===== config.mk =====
export PLATFORM = sky130hd
export DESIGN_NAME = cpu_clk_ctrl
export DESIGN_NICKNAME = d
export VERILOG_FILES = /design/src/rtl/cpu_clk_ctrl.sv
export SDC_FILE = /design/constraint.sdc
export NUM_CORES = 1
export LEC_CHECK = 0
export ABC_AREA = 1
export CORE_MARGIN = 8
export CORE_UTILIZATION = 56
export DETAILED_ROUTE_END_ITERATION = 6
export PLACE_DENSITY = 0.79
export SLEW_MARGIN = 40
export SYNTH_ARGS = -nofsm -noshare
export SYNTH_HDL_FRONTEND = slang
export SYNTH_SLANG_ARGS = --single-unit

===== constraint.sdc =====
create_clock -name clk -period 1.6 [get_ports clk]
set_clock_uncertainty 0.05 [all_clocks]
set_input_delay 0.32 -clock clk [delete_from_list [all_inputs] [get_ports clk]]
set_output_delay 0.32 -clock clk [all_outputs]
set_load 0.02 [all_outputs]

===== src/rtl/cpu_clk_ctrl.sv =====
// cpu_clk_ctrl: PLL-lock reset sequencer and run/slow-run/halt/step clock-enable gate (optional cyc_cnt via CPUCLK_CYCLE_COUNTER_EN)
module cpu_clk_ctrl #(
  parameter int SETTLE_CYCLES = 16,
  parameter int DIV_W = 8,
  parameter int AUTO_RUN = 1
) (
  input  logic             clk,
  input  logic             rst,
  input  logic             locked,
  input  logic             run_req,
  input  logic             halt_req,
  input  logic             step_req,
  input  logic             brk,
  input  logic [DIV_W-1:0] div,
  output logic             cpu_rst,
  output logic             cpu_en,
`ifdef CPUCLK_CYCLE_COUNTER_EN
  output logic [31:0]      cyc_cnt,
`endif
  output logic [2:0]       state
);
  localparam logic [2:0] RESET_HOLD = 3'd0;
  localparam logic [2:0] WAIT_LOCK  = 3'd1;
  localparam logic [2:0] SETTLE     = 3'd2;
  localparam logic [2:0] RUN        = 3'd3;
  localparam logic [2:0] HALT       = 3'd4;
  localparam logic [2:0] STEP       = 3'd5;
  logic [2:0] nxt;
  logic [15:0] scnt;
  logic [DIV_W-1:0] dcnt;
  assign cpu_en = (state == RUN && dcnt == '0) || state == STEP;
  always_comb
    nxt = state == RESET_HOLD ? WAIT_LOCK :
          state == WAIT_LOCK  ? (locked ? SETTLE : WAIT_LOCK) :
          !locked             ? WAIT_LOCK :
          state == SETTLE     ? (scnt == '0 ? (AUTO_RUN != 0 ? RUN : HALT) : SETTLE) :
          state == RUN        ? ((halt_req || brk) ? HALT : RUN) :
          state == HALT       ? (halt_req ? HALT : step_req ? STEP : run_req ? RUN : HALT) :
          state == STEP       ? HALT : RESET_HOLD;
  always_ff @(posedge clk)
    if (rst) begin
      state   <= RESET_HOLD;
      cpu_rst <= 1'b1;
      scnt    <= '0;
      dcnt    <= '0;
    end else begin
      state   <= nxt;
      cpu_rst <= !(nxt == RUN || nxt == HALT || nxt == STEP);
      scnt    <= state == WAIT_LOCK ? 16'(SETTLE_CYCLES - 1) :
                 (state == SETTLE && scnt != '0) ? scnt - 1'b1 : scnt;
      dcnt    <= (state == RUN && nxt == RUN) ? (cpu_en ? div : dcnt - 1'b1) : '0;
    end
`ifdef CPUCLK_CYCLE_COUNTER_EN
  always_ff @(posedge clk)
    if (rst || nxt == WAIT_LOCK) cyc_cnt <= '0;
    else if (cpu_en) cyc_cnt <= cyc_cnt + 32'd1;
`endif
endmodule


==> impl_metrics.py <==
metrics = {
    "global_route": {
        "grt_util_all_layers_pct": 16.36,
        "grt_pass1_wl_um": 7217,
        "grt_pass1_vias": 1799,
        "overflow": 0,
        "grt_start_max_net_pins": 16,
        "antenna_found_initial": 0,
    },
    "timing": {
        "rsz0062_at_grt": "yes",
        "tns_ns": -0.1316,
        "worst_slack_ns": -0.1316,
        "slew_viol_final": 0,
        "worstMarginPinSlew_ns": 0.2836,
        "post-route-min-period_ns": 1.732,
        "fin_crit_sh_pct": 108.2,
        "hold_viol_final": 0,
        "slew_headroom_pct": 81.02,
        "hold_ws_ns": 0.4591,
        "setup_violations": 1,
        "fmax_mhz": 577.5,
    },
    "cts": {
        "insertion_delay_ns": 0.33,
        "clk_pin_slew_ns": 0.16,
        "root_buffer": "clkbuf_4",
        "hold_buffers": 0,
        "clock_path_buffers": 2,
        "cts_max_level": 1,
        "cts_sinks": 28,
        "cts_tree": "yes",
        "cts_made_buffers": 3,
    },
    "status": {
        "status": "finished with violations",
        "violations": "negative setup slack",
    },
    "floorplan": {
        "placementRows": 21,
        "dieArea_mm2": 0.005409,
        "die_y_um": 73.55,
        "die_w_um": 73.55,
        "initial_core_util_pct": 56.91,
        "coreArea_mm2": 0.003258,
        "io_pins": 20,
    },
    "setup_path": {
        "r2r-end": "scnt[1]$_SDFFE_PP0P_",
        "crit_path_max_fanout": 2,
        "cp.arrival_ns": 1.36,
        "max_stage_delay_ns": 0.36,
        "cp_top_family": "flip-flops",
        "crit_slowest_cell": "dfxtp_2",
        "cp.required_ns": 1.23,
        "r2r_setup_slack_ns": 0.07,
        "rr_worst_depth": 9,
        "reg2reg_from": "scnt[8]$_SDFFE_PP0P_",
        "cp-start-kind": "register",
        "endpoint_kind": "output port",
        "crit_top_cell": "nand2_4",
        "path_class": "reg -> out",
        "worst-path-buf-inv": 2,
        "path_cells": "inv_2 -> ha_4 -> nand2_4 -> nor2_4 -> nand4_4 -> nand2_4 -> buf_6",
    },
    "synth": {
        "ys_seq_elements": 28,
        "synth_xor_area_share_pct": 4.251,
        "synth_fp_nets": 309,
        "synthAdderAreaFrac_pct": 2.024,
        "muxShareOfSynthArea_pct": 0,
        "seq_area_frac_synth_pct": 30.23,
        "synth_warnings": 0,
        "synthesis.area_mm2": 0.001854,
        "synth_top_family_by_area": "simple AND/OR/NAND/NOR gates",
        "ys_types": 29,
        "synth_compound_gate_area_share_pct": 5.601,
        "synth_simple_gate_area_share_pct": 50.20,
        "syn_inst": 291,
        "syn_avg_cell_area_um2": 6.372,
    },
    "drt": {
        "wl_met1_um": 1904,
        "wl_per_cell_um": 11.11,
        "highest_layer": "met4",
        "routed_wl_um": 4289,
        "dr_wl_met2_um": 2202,
        "drtIter0Drc": 115,
        "vias_per_cell": 4.795,
        "ant_nets": 0,
        "route.detailed.drc": 0,
        "drtPass1Iterations": 4,
        "via_count": 1851,
        "wl_met3_um": 116,
    },
    "hold_path": {
        "min_from": "scnt[14]$_SDFFE_PP0P_",
        "worstHoldPathCells": 2,
        "hp-class": "reg -> reg",
        "worstHoldEndpoint": "scnt[14]$_SDFFE_PP0P_",
    },
    "power_and_ir_drop": {
        "power.internal_mw": 1.040,
        "p_leak_nw": 1.217,
        "comb_power_share_pct": 27.5,
        "clkPwrFrac_pct": 23.7,
        "p_switching_mw": 0.4675,
        "p_seq_share_pct": 48.7,
        "power.density_mw_per_mm2": 629.1,
        "swShare_pct": 31.01,
        "ir_worst_vdd_mv": 0.4408,
        "p_total_mw": 1.507,
    },
    "final_layout": {
        "regArea_um2": 568.0,
        "multiInputGateArea_mm2": 0.001200,
        "n_antenna_cell": 0,
        "final_layout_size_suffix_gt1_share_pct": 24.71,
        "fin_nets": 359,
        "fillerInstances": 279,
        "area_growth_pct": 29.22,
    },
    "flow_run": {
        "drv_cap": 0,
    },
    "placement": {
        "portBuffers": 19,
        "place_congestion": 0.8905,
        "dp_slack_ns": -0.3657,
        "dp_hpwl_um": 3216,
    },
}
[sequential cells by signal (all words and copies together), names as in the netlist]
| register | flops |
|---|---|
| scnt | 16 |
| cpu_rst | 1 |
| dcnt | 8 |
| state | 3 |
[power groups by stage]
| stage | Sequential [mW] | Combinational (mW) | Clock [mW] |
|---|---|---|---|
| 2_1_floorplan | 0.752 | 0.281 | 0 |
| 3_3_place_gp | 0.747 | 0.391 | 0 |
| 3_5_place_dp | 0.747 | 0.401 | 0 |
| 4_1_cts | 0.732 | 0.402 | 0.362 |
| 5_1_grt | 0.738 | 0.466 | 0.387 |
| 6_report | 0.734 | 0.415 | 0.358 |
[through the flow]
stage | util [%] | cell area, um^2 | std cells
finish | 73.54 | 2396 | 386
global route | 73.54 | 2396 | 386
floorplan | - | 1854 | 291
detailed placement | 69.70 | 2271 | 378
global placement | 69.70 | 2271 | 378
CTS | 70.97 | 2312 | 383
[timing repair]
item,CTS,global route
setup buffers,1,3
pin swaps,1,5
setup endpoints to repair,5,28
gates resized for setup,12,28
[tightest hold or removal path, stage by stage, from the launching register on]
cell and delay (ns):
dfxtp_1 0.36, nand2_1 0.07, a21oi_1 0.05
[layout by cell type, fill, tap and decap left out, types with 5 or more instances in the layout]
master / Yosys / final
buf_4: 1 / 28
a21oi_1: 15 / 15
nand2_4: 4 / 5
clkdlybuf4s50_1: 0 / 14
nand3_1: 22 / 22
xor2_1: 7 / 7
dfxtp_1: 28 / 22
nor2_2: 8 / 14
inv_2: 2 / 7
nand2_1: 95 / 94
dfxtp_2: 0 / 6
nand3b_1: 6 / 6
inv_1: 29 / 24
nor2_1: 45 / 38
[per-layer routing]
metal / GRT usage, % / up-vias
li1: - / 1000
met1: 18.17 / 814
met2: 30.41 / 29
met3: 2.046 / 8
met4: 6.208 / 0
met5: 0 / -
[cell usage after synthesis]
cell type	instances	area share [%]
nand4_1	1	0.34
nor3b_1	1	0.41
xnor2_1	2	0.94
nand3_2	3	1.6
a31oi_1	1	0.34
nand2_4	4	2.4
or2_2	3	1.0
clkbuf_1	1	0.20
nor2_2	8	2.7
xor2_1	7	3.3
o21bai_1	1	0.41
nand3b_1	6	2.4
buf_6	1	0.61
nand2_1	95	19
buf_4	1	0.41
nand3_1	22	5.9
nor2_4	2	1.2
buf_1	1	0.20
inv_1	29	5.9
a21boi_0	2	0.81
nor2_1	45	9.1
and2_1	2	0.67
nand2_2	3	1.0
nand4_4	1	1.1
dfxtp_1	28	30
inv_2	2	0.41
nand3_4	1	0.94
ha_1	3	2.0
a21oi_1	15	4.0
[final cells by class]
type | instances | share of cell area (%)
tap | 46 | 2.402
multi-input combinational | 228 | 50.08
sequential | 28 | 23.71
timing repair buffer | 49 | 17.44
inverter | 31 | 4.856
clock buffer | 4 | 1.514
[worst max-delay path by stage]
| stage | start | end | slack (ns) | depth (start not counted) |
|---|---|---|---|---|
| after floorplan | dcnt[0]$_SDFF_PP0_ | cpu_en | 0.04 | 6 |
| after CTS | dcnt[0]$_SDFF_PP0_ | cpu_en | -0.23 | 7 |
| final | dcnt[1]$_SDFF_PP0_ | cpu_en | -0.13 | 7 |
| after global placement | dcnt[0]$_SDFF_PP0_ | cpu_en | -0.30 | 7 |
| after detailed placement | dcnt[0]$_SDFF_PP0_ | cpu_en | -0.37 | 7 |
| after global routing | dcnt[0]$_SDFF_PP0_ | cpu_en | -0.20 | 7 |
[logic make-up after synthesis]
logic type      count (synthesis)
simple gates                  197
buf+inv                        35
flops                          28
compound gates                 19
xor+xnor                        9
fa+ha+maj                       3
Power figures use the tool's default switching activity.
